<file path="config.mk">
export PLATFORM = sky130hd
export DESIGN_NAME = skeletonize_param_flat
export DESIGN_NICKNAME = d
export VERILOG_FILES = /design/src/rtl/skeletonize_param_if.sv /design/src/rtl/skeletonize_param.sv /design/src/flat_wrapper.sv
export SDC_FILE = /design/constraint.sdc
export NUM_CORES = 1
export LEC_CHECK = 0
export CAP_MARGIN = 10
export CORE_AREA = 2 2 143 145
export DETAILED_ROUTE_END_ITERATION = 12
export DIE_AREA = 0 0 145 147
export PLACE_DENSITY = 0.6
export SLEW_MARGIN = 20
export SYNTH_ARGS = -nofsm -noshare
export SYNTH_HDL_FRONTEND = slang
export SYNTH_SLANG_ARGS = --single-unit
</file>
<file path="constraint.sdc">
create_clock -name clk -period 6.04 [get_ports clk]
set_input_delay 0.906 -clock clk [delete_from_list [all_inputs] [get_ports clk]]
set_output_delay 0.906 -clock clk [all_outputs]
set_load 0.05 [all_outputs]
</file>
<file path="src/rtl/skeletonize_param_if.sv">
// ----------------------------------------------------------------------------
// skeletonize_param_if
//   Video-in / line-report bundle for the laser-line skeletoniser.
//   Source side (master) drives the pixel stream and sync bits. Skeletoniser
//   side (slave) returns the per-line report.
//
//   fvh_in      3        {field, vsync, hsync}
//   dv_in       1        pixel valid
//   px_in       PX_W     pixel value
//   current_row ROW_W    row index of the reported line
//   midpoint2   COL_W+1  start+end of the winning run (centre x2)
//   run_len     COL_W    winning run length
//   found       1        a qualifying run existed
//   row_done    1        one-cycle report strobe
// ----------------------------------------------------------------------------
interface skeletonize_param_if #(
    parameter int PX_W  = 8,
    parameter int COL_W = 11,
    parameter int ROW_W = 11
);
    logic [2:0]       fvh_in;
    logic             dv_in;
    logic [PX_W-1:0]  px_in;
    logic [ROW_W-1:0] current_row;
    logic [COL_W:0]   midpoint2;
    logic [COL_W-1:0] run_len;
    logic             found;
    logic             row_done;

    modport master (
        output fvh_in, dv_in, px_in,
        input  current_row, midpoint2, run_len, found, row_done
    );

    modport slave (
        input  fvh_in, dv_in, px_in,
        output current_row, midpoint2, run_len, found, row_done
    );
endinterface

</file>
<file path="src/rtl/skeletonize_param.sv">
// ----------------------------------------------------------------------------
// skeletonize_param
//   Laser-line skeletoniser. Thresholds each valid pixel, bridges short dark
//   gaps inside a bright run, and reports per line the longest run's centre
//   (x2, half-pixel resolution), its length and a found flag.
//
//   clk      in   system clock
//   reset_n  in   asynchronous reset, active low
//   vid      slave side of skeletonize_param_if (pixel stream in, report out)
//
//   state    | meaning
//   ---------+-------------------------------------------------------------
//   ST_DARK  | no run open; waiting for a bright pixel
//   ST_RUN   | run open, last valid pixel was bright
//   ST_GAP   | run open, inside a dark gap of gap_q pixels (not yet closed)
// ----------------------------------------------------------------------------
module skeletonize_param #(
    parameter int PX_W      = 8,
    parameter int THRESH    = 128,
    parameter int COL_W     = 11,
    parameter int ROW_W     = 11,
    parameter int NOISE_TOL = 3,
    parameter int MIN_RUN   = 2
) (
    input  logic                 clk,
    input  logic                 reset_n,
    skeletonize_param_if.slave   vid
);

    localparam int GAP_W = (NOISE_TOL < 1) ? 1 : $clog2(NOISE_TOL + 1);

    localparam logic [GAP_W-1:0] GAP_MAX = GAP_W'(NOISE_TOL);
    localparam logic [COL_W-1:0] MIN_LEN = COL_W'(MIN_RUN);
    localparam logic [COL_W-1:0] COL_MAX = '1;
    localparam logic [PX_W-1:0]  THR     = PX_W'(THRESH);

    typedef enum logic [1:0] {
        ST_DARK = 2'd0,
        ST_RUN  = 2'd1,
        ST_GAP  = 2'd2
    } state_t;

    state_t           state_q, state_d;
    logic [2:0]       last_fvh_q;
    logic [COL_W-1:0] col_q, col_d;
    logic [COL_W-1:0] run_start_q, run_start_d;
    logic [COL_W-1:0] run_end_q, run_end_d;
    logic [GAP_W-1:0] gap_q, gap_d;
    logic [COL_W-1:0] best_len_q, best_len_d;
    logic [COL_W:0]   best_sum_q, best_sum_d;
    logic             in_line_q, in_line_d;
    logic [ROW_W-1:0] row_q, row_d;

    logic [ROW_W-1:0] cur_row_q, cur_row_d;
    logic [COL_W:0]   mid2_q, mid2_d;
    logic [COL_W-1:0] run_len_q, run_len_d;
    logic             found_q, found_d;
    logic             row_done_q, row_done_d;

    logic             new_frame;
    logic             new_line;
    logic             bright;
    logic             run_open;
    logic [COL_W-1:0] open_len;
    logic [COL_W:0]   open_sum;
    logic             open_cand;
    logic [COL_W-1:0] final_len;
    logic [COL_W:0]   final_sum;

    // The field bit travels with the sync bits but this stage has no use for it.
    logic             unused_field;
    assign unused_field = last_fvh_q[2];

    assign new_frame = vid.fvh_in[1] & ~last_fvh_q[1];
    assign new_line  = vid.fvh_in[0] & ~last_fvh_q[0];
    assign bright    = (vid.px_in >= THR);

    // Candidate evaluation for the currently open run. Used both when a gap
    // grows too long and when the line ends with a run still open.
    assign run_open  = (state_q != ST_DARK);
    assign open_len  = run_end_q - run_start_q + COL_W'(1);
    assign open_sum  = {1'b0, run_start_q} + {1'b0, run_end_q};
    assign open_cand = (open_len >= MIN_LEN) && (open_len > best_len_q);

    assign final_len = (run_open && open_cand) ? open_len : best_len_q;
    assign final_sum = (run_open && open_cand) ? open_sum : best_sum_q;

    always_ff @(posedge clk or negedge reset_n) begin
        if (!reset_n) begin
            state_q     <= ST_DARK;
            last_fvh_q  <= '0;
            col_q       <= '0;
            run_start_q <= '0;
            run_end_q   <= '0;
            gap_q       <= '0;
            best_len_q  <= '0;
            best_sum_q  <= '0;
            in_line_q   <= 1'b0;
            row_q       <= '0;
            cur_row_q   <= '0;
            mid2_q      <= '0;
            run_len_q   <= '0;
            found_q     <= 1'b0;
            row_done_q  <= 1'b0;
        end else begin
            state_q     <= state_d;
            last_fvh_q  <= vid.fvh_in;
            col_q       <= col_d;
            run_start_q <= run_start_d;
            run_end_q   <= run_end_d;
            gap_q       <= gap_d;
            best_len_q  <= best_len_d;
            best_sum_q  <= best_sum_d;
            in_line_q   <= in_line_d;
            row_q       <= row_d;
            cur_row_q   <= cur_row_d;
            mid2_q      <= mid2_d;
            run_len_q   <= run_len_d;
            found_q     <= found_d;
            row_done_q  <= row_done_d;
        end
    end

    always_comb begin
        state_d     = state_q;
        col_d       = col_q;
        run_start_d = run_start_q;
        run_end_d   = run_end_q;
        gap_d       = gap_q;
        best_len_d  = best_len_q;
        best_sum_d  = best_sum_q;
        in_line_d   = in_line_q;
        row_d       = row_q;
        cur_row_d   = cur_row_q;
        mid2_d      = mid2_q;
        run_len_d   = run_len_q;
        found_d     = found_q;
        row_done_d  = 1'b0;

        if (new_frame) begin
            // Open line is dropped silently; a coincident hsync edge opens line 0.
            row_d       = '0;
            in_line_d   = new_line;
            state_d     = ST_DARK;
            col_d       = '0;
            run_start_d = '0;
            run_end_d   = '0;
            gap_d       = '0;
            best_len_d  = '0;
            best_sum_d  = '0;
        end else if (new_line) begin
            if (in_line_q) begin
                row_done_d = 1'b1;
                cur_row_d  = row_q;
                found_d    = (final_len != '0);
                mid2_d     = (final_len != '0) ? final_sum : '0;
                run_len_d  = final_len;
                row_d      = row_q + ROW_W'(1);
            end
            in_line_d   = 1'b1;
            state_d     = ST_DARK;
            col_d       = '0;
            run_start_d = '0;
            run_end_d   = '0;
            gap_d       = '0;
            best_len_d  = '0;
            best_sum_d  = '0;
        end else if (vid.dv_in) begin
            if (col_q != COL_MAX) begin
                col_d = col_q + COL_W'(1);
            end
            unique case (state_q)
                ST_DARK: begin
                    if (bright) begin
                        state_d     = ST_RUN;
                        run_start_d = col_q;
                        run_end_d   = col_q;
                    end
                end
                ST_RUN: begin
                    if (bright) begin
                        run_end_d = col_q;
                    end else begin
                        state_d = ST_GAP;
                        gap_d   = GAP_W'(1);
                    end
                end
                ST_GAP: begin
                    if (bright) begin
                        state_d   = ST_RUN;
                        run_end_d = col_q;
                    end else if (gap_q < GAP_MAX) begin
                        gap_d = gap_q + GAP_W'(1);
                    end else begin
                        // Gap exceeded tolerance: run ends at the last bright column.
                        state_d = ST_DARK;
                        if (open_cand) begin
                            best_len_d = open_len;
                            best_sum_d = open_sum;
                        end
                    end
                end
                default: begin
                    state_d = ST_DARK;
                end
            endcase
        end
    end

    assign vid.current_row = cur_row_q;
    assign vid.midpoint2   = mid2_q;
    assign vid.run_len     = run_len_q;
    assign vid.found       = found_q;
    assign vid.row_done    = row_done_q;

endmodule
</file>
<file path="src/flat_wrapper.sv">
// flat-port wrapper written by rule: the top's interface ports become plain ports
module skeletonize_param_flat 
#(
    parameter int PX_W      = 8,
    parameter int THRESH    = 128,
    parameter int COL_W     = 11,
    parameter int ROW_W     = 11,
    parameter int NOISE_TOL = 3,
    parameter int MIN_RUN   = 2
)
  (clk, reset_n, vid_fvh_in, vid_dv_in, vid_px_in, vid_current_row, vid_midpoint2, vid_run_len, vid_found, vid_row_done);
  skeletonize_param_if #(.PX_W(PX_W), .COL_W(COL_W), .ROW_W(ROW_W)) vid_i ();
  input  logic clk;
  input  logic reset_n;
  input wire logic [$bits(vid_i.fvh_in)-1:0] vid_fvh_in;
  input wire logic [$bits(vid_i.dv_in)-1:0] vid_dv_in;
  input wire logic [$bits(vid_i.px_in)-1:0] vid_px_in;
  output wire logic [$bits(vid_i.current_row)-1:0] vid_current_row;
  output wire logic [$bits(vid_i.midpoint2)-1:0] vid_midpoint2;
  output wire logic [$bits(vid_i.run_len)-1:0] vid_run_len;
  output wire logic [$bits(vid_i.found)-1:0] vid_found;
  output wire logic [$bits(vid_i.row_done)-1:0] vid_row_done;
  assign vid_i.fvh_in = vid_fvh_in;
  assign vid_i.dv_in = vid_dv_in;
  assign vid_i.px_in = vid_px_in;
  assign vid_current_row = vid_i.current_row;
  assign vid_midpoint2 = vid_i.midpoint2;
  assign vid_run_len = vid_i.run_len;
  assign vid_found = vid_i.found;
  assign vid_row_done = vid_i.row_done;
  skeletonize_param #(.PX_W(PX_W), .THRESH(THRESH), .COL_W(COL_W), .ROW_W(ROW_W), .NOISE_TOL(NOISE_TOL), .MIN_RUN(MIN_RUN)) u_core (.clk(clk), .reset_n(reset_n), .vid(vid_i));
endmodule
</file>
## Word level (Yosys, flattened, before mapping)

Cells that the tools add are included.

| storage, ports and cells | value |
|---|---|
| word-level logic and storage cells | 117 |
| register bits | 110 |
| output and inout bits | 36 |
| bits of input ports | 14 |

| cells by class | value |
|---|---|
| reductions and logical operators | 24 |
| bitwise gates (word level) | 5 |
| $lt $le $gt $ge | 4 |
| equal/unequal tests | 10 |
| add/subtract/negate cells | 6 |
| multiplexer cells | 53 |

Operator list:

| kind | number |
|---|---|
| $mux W11 | 24 |
| $mux W12 | 9 |
| $add A11 B1 Y11 const B | 3 |
| $mux W2 | 13 |
| $reduce_bool A3 Y1 | 7 |
| $add A11 B11 Y12 | 1 |
| $ge A11 B2 Y1 const B | 1 |
| $gt A11 B11 Y1 | 1 |
| $ne A11 B11 Y1 const B | 1 |
| $reduce_bool A11 Y1 | 1 |
| $sub A11 B11 Y11 | 1 |
| $reduce_and A5 Y1 | 2 |
| $reduce_and A3 Y1 | 3 |
| $ge A8 B8 Y1 const B | 1 |
| $ne A4 B1 Y1 const B | 2 |
| $ne A4 B2 Y1 const B | 2 |
| $ne A3 B1 Y1 const B | 2 |
| $pmux W2 S3 | 1 |
| $reduce_bool A2 Y1 | 3 |
| $mux W1 | 5 |
| $ne A5 B2 Y1 const B | 1 |
| $pmux W2 S2 | 1 |
| $reduce_and A2 Y1 | 2 |
| $reduce_and A4 Y1 | 1 |
| other kinds (10) | 14 |

## Depth between registers and ports, before layout

Gate-level depths: netlist of run 1.

| depth | value |
|---|---|
| word-level depth | 11 |
| depth in mapped cells | 21 |
| mapped depth without buffers | 19 |

## Least setup slack after synthesis of run 1

No wires, ideal clock.

| path | value |
|---|---|
| path type | flip-flop to flip-flop |
| start point | reg u_core.run_end_q[1] |
| end point | reg u_core.mid2_q[10], in the netlist u_core.vid.midpoint2[10] |
| buffers on the path | 2 |
| cell stages (with the launch flop) | 21 |
| library setup time | 0.082 ns |
| period minus slack after synthesis | 3.975 ns |
| required time | 5.958 ns |
| arrival time | 3.893 ns |
| path slack | 2.065 ns |
| cells stage by stage | dfrtp_1 > inv_1 > ha_1 > inv_1 > ha_1 > inv_1 > fa_1 > nor2b_2 > o21ai_0 > nor2b_1 > xnor2_1 > ha_1 > a2111oi_0 > a21oi_1 > maj3_1 > a31oi_1 > a211oi_2 > buf_6 > buf_6 > nand3b_1 > a31oi_1 |

| between the ends | value |
|---|---|
| word-level cells in the longest chain between the ends | 8 |
| elaborated cells on any way between the ends | 11 |
| those cells by class | add/sub: 3; order compare: 2; mux: 3; reduce/logical: 3 |

Ends and longest elaborated chain:

| element | RTL line | RTL |
|---|---|---|
| start, declared | skeletonize_param.sv:47 | `logic [COL_W-1:0] run_end_q, run_end_d;` |
| start signal, assigned | skeletonize_param.sv:110 | `run_end_q <= run_end_d;` |
| $sub A11 B11 Y11 | skeletonize_param.sv:81 | `assign open_len = run_end_q - run_start_q + COL_W'(1);` |
| $add A11 B1 Y11 | skeletonize_param.sv:81 |  |
| $ge A11 B2 Y1 / $gt A11 B11 Y1 (equally long branches) | skeletonize_param.sv:83 | `assign open_cand = (open_len >= MIN_LEN) && (open_len > best_len_q);` |
| $logic_and A1 B1 Y1 | skeletonize_param.sv:83 |  |
| $logic_and A1 B1 Y1 | skeletonize_param.sv:85, skeletonize_param.sv:86 |  |
| $mux W11 | skeletonize_param.sv:85 | `assign final_len = (run_open && open_cand) ? open_len : best_len_q;` |
| $reduce_bool A11 Y1 | skeletonize_param.sv:156 | `mid2_d = (final_len != '0) ? final_sum : '0;` |
| $mux W12 * | skeletonize_param.sv:156 |  |
| end signal, assigned | skeletonize_param.sv:117 | `mid2_q <= mid2_d;` |
| end, declared | skeletonize_param.sv:55 | `logic [COL_W:0] mid2_q, mid2_d;` |

Every way passes the cells marked *; elsewhere a longest branch is shown, timed or not.
A chain may end at the register's enable or synchronous reset.

## Worst setup path after layout of run 1

| path | value |
|---|---|
| start point | reg u_core.run_end_q[2] |
| end point | reg u_core.run_len_q[1], in the netlist u_core.vid.run_len[1] |

| between the ends | value |
|---|---|
| word-level cells in the longest chain between the ends | 6 |
| elaborated cells on any way between the ends | 7 |
| those cells by class | add/sub: 2; order compare: 2; mux: 1; reduce/logical: 2 |

Ends and longest elaborated chain:

| element | RTL line | RTL |
|---|---|---|
| $sub A11 B11 Y11 * | skeletonize_param.sv:81 |  |
| $add A11 B1 Y11 * | skeletonize_param.sv:81 |  |
| $ge A11 B2 Y1 / $gt A11 B11 Y1 (equally long branches) | skeletonize_param.sv:83 |  |
| $logic_and A1 B1 Y1 * | skeletonize_param.sv:83 |  |
| $logic_and A1 B1 Y1 * | skeletonize_param.sv:85 |  |
| $mux W11 * | skeletonize_param.sv:85 |  |
| end signal, assigned | skeletonize_param.sv:118 | `run_len_q <= run_len_d;` |
| end, declared | skeletonize_param.sv:56 | `logic [COL_W-1:0] run_len_q, run_len_d;` |

Marked as above.

==> results of run 1 <==
[flip-flops by register name, summed over array words and instances (netlist names)]
| register | count |
|---|---|
| u_core.run_end_q | 11 |
| u_core.vid.current_row | 11 |
| u_core.vid.run_len | 11 |
| u_core.run_start_q | 11 |
| u_core.vid.row_done | 1 |
| u_core.row_q | 11 |
| u_core.state_q | 2 |
| u_core.vid.midpoint2 | 12 |
| u_core.gap_q | 2 |
| u_core.vid.found | 1 |
| u_core.last_fvh_q | 2 |
| u_core.best_len_q | 11 |
| u_core.best_sum_q | 12 |
| u_core.in_line_q | 1 |
| u_core.col_q | 11 |
[power breakdown]
part / total, uW / switching, uW / internal [uW]
Sequential: 795 / 26.3 / 769
Clock: 593 / 300 / 293
Combinational: 554 / 385 / 170
[layout make-up]
class                      count  share of cell area [%]
clock buffer                   9                    3.10
sequential                   110                    37.9
inverter                      41                    2.12
multi-input combinational    525                    45.1
timing repair buffer          46                    6.14
tap                          270                    4.65
clock inverter                 7                   0.982
[critical path, delay by kind of cell (launching register included)]
kind	cells	cell delay, ns
buffers and inverters	1	0.38
multiplexers	1	0.23
flip-flops	1	0.40
AO/OA/AOI/OAI	7	1.97
adder cells (fa/ha/maj)	3	1.03
XOR/XNOR	1	0.35
AND/OR/NAND/NOR	1	0.22
[cell usage after synthesis, types with 3 or more instances]
library cell	n
nand3b_1	8
nand2_1	120
nor4_1	3
xor2_1	18
xnor2_1	14
o211ai_1	4
nor3_1	27
a21oi_1	71
ha_1	46
nand4_1	4
nand3_1	36
inv_1	40
and3_1	8
a211oi_1	3
or2_2	3
buf_6	11
a311oi_1	3
dfrtp_1	110
nand2b_1	5
nand4b_1	4
nor2b_1	9
clkbuf_1	26
a21o_1	4
a31oi_1	11
o21ai_0	32
mux2i_1	9
or3_1	7
nor2_1	38
[worst max-delay path by stage]
stage,endpoint,startpoint,depth (start not counted)
after floorplan,u_core.vid.midpoint2[10],u_core.run_end_q[1],20
final,u_core.vid.run_len[1],u_core.run_end_q[2],14
after CTS,u_core.vid.run_len[1],u_core.run_end_q[1],20
after global placement,u_core.vid.run_len[0],u_core.run_end_q[1],20
after detailed placement,u_core.vid.run_len[1],u_core.run_end_q[1],20
after global routing,u_core.vid.run_len[0],u_core.run_end_q[1],20
[through the flow]
| step | instance area [um2] | instances | utilization (%) | hold WS, ns |
|---|---|---|---|---|
| after detailed placement | 6960 | 992 | 35.1 | 0.455 |
| after floorplan | 6400 | 715 | - | 0.460 |
| after global placement | 6960 | 992 | 35.1 | 0.456 |
| after global routing | 7260 | 1008 | 36.6 | 0.499 |
| after CTS | 7260 | 1008 | 36.6 | 0.473 |
| final | 7260 | 1008 | 36.6 | 0.466 |
[cells by family (layout without fill, tap and decap cells)]
| family | after synthesis | count (layout) |
|---|---|---|
| AO/OA/AOI/OAI | 156 | 156 |
| multiplexers | 9 | 9 |
| flip-flops | 110 | 110 |
| AND/OR/NAND/NOR | 278 | 278 |
| XOR/XNOR | 33 | 33 |
| adder cells (fa/ha/maj) | 49 | 49 |
| buffers and inverters | 80 | 103 |
[metal layers]
metal	share of wire [%]	vias to the layer above	global-route usage, %
li1	-	2492	-
met1	49	2302	17.4
met2	47	61	21.7
met3	2.6	12	1.86
met4	1.6	0	5.00
met5	0	-	0
==> qor.yml, run 1 <==
global_route:
  first_global_vias: 4633
  antenna_found_initial: 0
  grt_first_pass_wirelength_um: 23200
  track_usage_pct: 13.1
  overflow: 0
  grt_max_degree: 61
setup_path:
  critPathMaxStageDelay_ns: 0.64
  crit_required_ns: 6.25
  crit_top_cell: "ha_1"
  worst-r2r-setup-slack_ns: 1.32
  startpoint_type: "register"
  worstPathMaxFanout: 20
  crit_type: "register to register"
  rr_endpoint: "u_core.vid.run_len[1]"
  worstSetupEndpointType: "register"
  r2r_cells: 14
  arrival_ns: 4.93
  worstPathCellList: "ha_1, ha_1, a211oi_1, o211ai_1, a31o_2, a21oi_1, xor2_1, ha_1, and3_1, a31o_2, a211oi_4, buf_4, mux2i_1, o21ai_0"
  crit_slowest_cell: "a211oi_4"
  rr_startpoint: "u_core.run_end_q[2]"
sta:
  skew_ns: 0.00663
  timing.final.hold_violations: 0
  drv_slew: 0
  max_freq_ghz: 0.212
  worst_slew_pin_slew_ns: 1.03
  rsz0062_at_grt: "false"
  fin_crit_sh_pct: 78.2
  setup_slack_ns: 1.32
  period_needed_ns: 4.72
  fin_setup_tns_ns: 0
  slew-limit-headroom_pct: 30.7
  setup_violations: 0
clock_tree:
  cts-root-buf: "clkbuf_16"
  numCtsBuffers: 9
  clockBufferDepth: 2
  ctsResizeCount: 0
  h-tree-depth: 3
  clock_latency_ns: 0.36
  cts_tree: "done"
  cts_setup_buffers: 0
  ctsHoldBuffers: 0
  clock-sinks: 110
  cts.clk_slew.worst_paths_ns: 0.08
placed_design:
  preCtsSetupSlack_ns: 1.29
  gp_congestion: 0.819
  portBuffers: 41
  dp_hpwl_um: 9520
drt:
  wire_per_inst_um: 13.2
  via_count: 4867
  drt_iter0_drc: 260
  first_pass_iters: 4
  vias_per_cell: 4.83
  drc: 0
  wl_um: 13400
  ant_nets: 0
pwr:
  p_leak_uw: 0.00315
  ir_worst_vdd_v: 0.000147
  p_total_uw: 1940
  power_density_nw_per_um2: 268
synth:
  synth_top_family_by_area: "simple AND/OR/NAND/NOR gates"
  synth_cells: 715
  yosysTopAreaCell: "dfrtp_1"
  yosys.area_share.simple_pct: 20.3
  async_reset_ff_share_pct: 100
  ys_ff_latch: 110
  yosys-top-cells-area: "dfrtp_1 43%, ha_1 9.0%, nand2_1 7.0%"
  synth_top_area_share_pct: 43.0
  syn_area_um2: 6400
  synthXorXnorAreaFrac_pct: 4.75
  ys_seq_area_share_pct: 43.0
  ys_types: 61
  synth_compound_area_share_pct: 14.7
  avgSynthCellArea_um2: 8.95
  synth_ff_type: "dfrtp_1"
  synthMuxAreaShare_pct: 1.41
  synthAdderAreaFrac_pct: 9.78
  syn-num-nets: 777
  synth_enable_flop_cells: 0
  yosys_warnings: 0
finish:
  multi_input_area_um2: 3270
  drive_gt1_share_pct: 4.74
  syn_to_final_growth_pct: 13.4
  seq_area_um2: 2750
  diodes: 0
  nFillCells: 2068
  nets: 795
  final_common_cell: "nand2_1"
  final_cell_mix: "120 x nand2_1, 110 x dfrtp_1, 71 x a21oi_1, 46 x ha_1"
floorplanning:
  start_util_pct: 32.3
  die_w_um: 145
  rows: 52
  dieArea_um2: 21300
  coreArea_um2: 19800
  pin_count: 50
  die_h_um: 147
run:
  drv_cap: 0
worst_hold_path:
  whs_path_depth: 2
  min_path_type: "register to register"
  hp-start: "u_core.vid.found"
  hold_end: "u_core.vid.found"
run_status:
  status: "completed"
No activity file was read; power rests on OpenSTA's default activity.
==> inputs of run 2 (changes only) <==
--- a/config.mk
+++ b/config.mk
@@ -9,7 +9,7 @@
 export CORE_AREA = 2 2 143 145
 export DETAILED_ROUTE_END_ITERATION = 12
 export DIE_AREA = 0 0 145 147
-export PLACE_DENSITY = 0.6
+export PLACE_DENSITY = 0.62
 export SLEW_MARGIN = 20
 export SYNTH_ARGS = -nofsm -noshare
 export SYNTH_HDL_FRONTEND = slang
==> constraint.sdc (replaced) <==
create_clock -name clk -period 4.2 [get_ports clk]
set_input_delay 0.63 -clock clk [delete_from_list [all_inputs] [get_ports clk]]
set_output_delay 0.63 -clock clk [all_outputs]
set_load 0.05 [all_outputs]
==> qor.yml, run 2 (synthesis results as in run 1) <==
run_status:
  status: "completed"
drt:
  via_count: 5062  # +4.0%
  first_pass_iters: 5  # +1
  ant_nets: 0  # unchanged
  drc: 0  # unchanged
  drt_iter0_drc: 317  # +22%
  vias_per_cell: 4.88  # +1.1%
  wl_um: 14100  # +5.9%
  wire_per_inst_um: 13.6  # +2.9%
global_route:
  first_global_vias: 4961  # +7.1%
  overflow: 0  # unchanged
  track_usage_pct: 13.2  # +0.17 points
  grt_max_degree: 62  # +1.6%
  grt_first_pass_wirelength_um: 23800  # +2.8%
  antenna_found_initial: 0  # unchanged
sta:
  timing.final.hold_violations: 0  # unchanged
  slew-limit-headroom_pct: 35.9  # +5.3 points
  fin_crit_sh_pct: 97.7  # +19 points
  hold_slack_ns: 0.337  # -0.130 ns
  setup_violations: 0  # unchanged
  setup_slack_ns: 0.0987  # -1.22 ns
  drv_slew: 0  # unchanged
  period_needed_ns: 4.10  # -0.620 ns
  max_freq_ghz: 0.244  # +15%
  skew_ns: 0.0167  # +0.0101 ns
  worst_slew_pin_slew_ns: 0.955  # -0.0794 ns
setup_path:
  crit_required_ns: 4.46  # -1.79 ns
  r2r_cells: 19  # +5
  rr_endpoint: "u_core.best_len_q[8]"
  rr_startpoint: "u_core.run_start_q[4]"
  startpoint_type: "register"
  crit_type: "register to register"
  arrival_ns: 4.36  # -0.57 ns
  worstPathMaxFanout: 7  # -65%
  worstSetupEndpointType: "register"
  worst-r2r-setup-slack_ns: 0.1  # -1.22 ns
finish:
  final_common_cell: "nand2_1"
  diodes: 0  # unchanged
  utilization_pct: 38.8  # +2.2 points
  syn_to_final_growth_pct: 20.3
  multi_input_area_um2: 3420  # +4.4%
  final_area_um2: 7700  # +6.1%
  nets: 824  # +3.6%
  final_cell_mix: "120 x nand2_1, 110 x dfrtp_1, 70 x a21oi_1, 40 x clkdlybuf4s50_1"
  drive_gt1_share_pct: 10.8  # +6.1 points
  seq_area_um2: 2750  # unchanged
  nFillCells: 1976  # -4.4%
floorplanning:
  die_w_um: 145  # unchanged
  dieArea_um2: 21300  # unchanged
  die_h_um: 147  # unchanged
  pin_count: 50  # unchanged
  rows: 52  # unchanged
  coreArea_um2: 19800  # unchanged
  start_util_pct: 32.3  # unchanged
pwr:
  p_leak_uw: 0.00334  # +6.2%
  ir_worst_vdd_v: 0.000207  # +40%
  power_density_nw_per_um2: 422  # +58%
clock_tree:
  clock-sinks: 110  # unchanged
  numCtsBuffers: 9  # unchanged
  cts_tree: "done"
  clockBufferDepth: 2  # unchanged
  cts-root-buf: "clkbuf_16"
  ctsHoldBuffers: 0  # unchanged
  h-tree-depth: 3  # unchanged
  clock_latency_ns: 0.36  # about the same
  cts.clk_slew.worst_paths_ns: 0.09  # about the same
worst_hold_path:
  min_path_type: "primary input to asynchronous set/reset pin"
run:
  drv_cap: 0  # unchanged
placed_design:
  portBuffers: 41  # unchanged
  gp_congestion: 0.803  # -1.9%
  preCtsSetupSlack_ns: 0.0180  # -1.27 ns
  placed_area_um2: 7090  # +1.8%
  dp_hpwl_um: 9730  # +2.3%
run 2: changes by cell type in the layout (fill, tap and decap cells not counted), sizes merged:
cell / previous run / this run
buf: 6 / 34
clkbuf: 9 / 10
run 2: timing repair:
action / CTS / global route
buffers inserted: 0 / 14
gates cloned: 0 / 2
resized for setup: 1 / 26
pin swaps: 0 / 10
hold endpoints to repair: 0 / 0
endpoints found under the setup margin: 6 / 47
run 2: area by class of cell:
cell class                 count  share of cell area [%]
timing repair buffer          75                    9.42
tap                          270                    4.39
multi-input combinational    525                    44.4
clock inverter                 7                    1.12
sequential                   110                    35.7
clock buffer                   9                    2.92
inverter                      41                    2.00
run 2: metal layers:
layer  share of wire (%)  vias to the layer above  GRT usage (%)
met5                   0                        -              0
met4                0.90                        0           3.76
met3                 4.2                        8           2.33
met2                  48                      103           23.0
met1                  47                     2389           17.0
li1                    -                     2562              -
run 2: how the worst max path moves through the flow:
stage	startpoint	to	slack, ns	cells past startpoint
final	u_core.run_start_q[4]	u_core.best_len_q[8]	0.1	19
after global routing	u_core.run_start_q[1]	u_core.best_len_q[8]	-0.03	22
after CTS	u_core.run_start_q[1]	u_core.vid.midpoint2[5]	0.02	19
after detailed placement	u_core.run_start_q[1]	u_core.vid.midpoint2[11]	0.02	19
after global placement	u_core.run_end_q[2]	u_core.vid.run_len[0]	0.09	14
after floorplan	u_core.run_end_q[1]	u_core.vid.midpoint2[10]	0.22	20
run 2: stage by stage:
stage / cells / total power [uW] / TNS, ns
4_1_cts: 1021 / 2990 / 0
2_1_floorplan: 715 / 1800 / 0
3_3_place_gp: 1005 / 2100 / 0
3_5_place_dp: 1005 / 2100 / 0
5_1_grt: 1037 / 3400 / -0.0773
6_report: 1037 / 3250 / 0
run 2: critical path, stage by stage (launching register included):
cell       delay (ns)
dfrtp_1          0.40
inv_1            0.06
ha_1             0.35
ha_2             0.42
o211ai_1         0.12
o211ai_1         0.33
a31o_2           0.21
a21oi_1          0.08
xor2_1           0.15
buf_4            0.16
ha_1             0.32
and3_4           0.23
a31oi_4          0.09
buf_4            0.16
buf_4            0.14
a211oi_4         0.20
buf_4            0.17
clkbuf_16        0.14
a21oi_1          0.06
nor3_1           0.22
run 2: where the power goes:
part	switching, uW	leakage [uW]	total, uW	internal [uW]
Sequential	38.7	0.00151	1140	1110
Clock	451	0.000153	883	433
Combinational	680	0.00168	1220	543
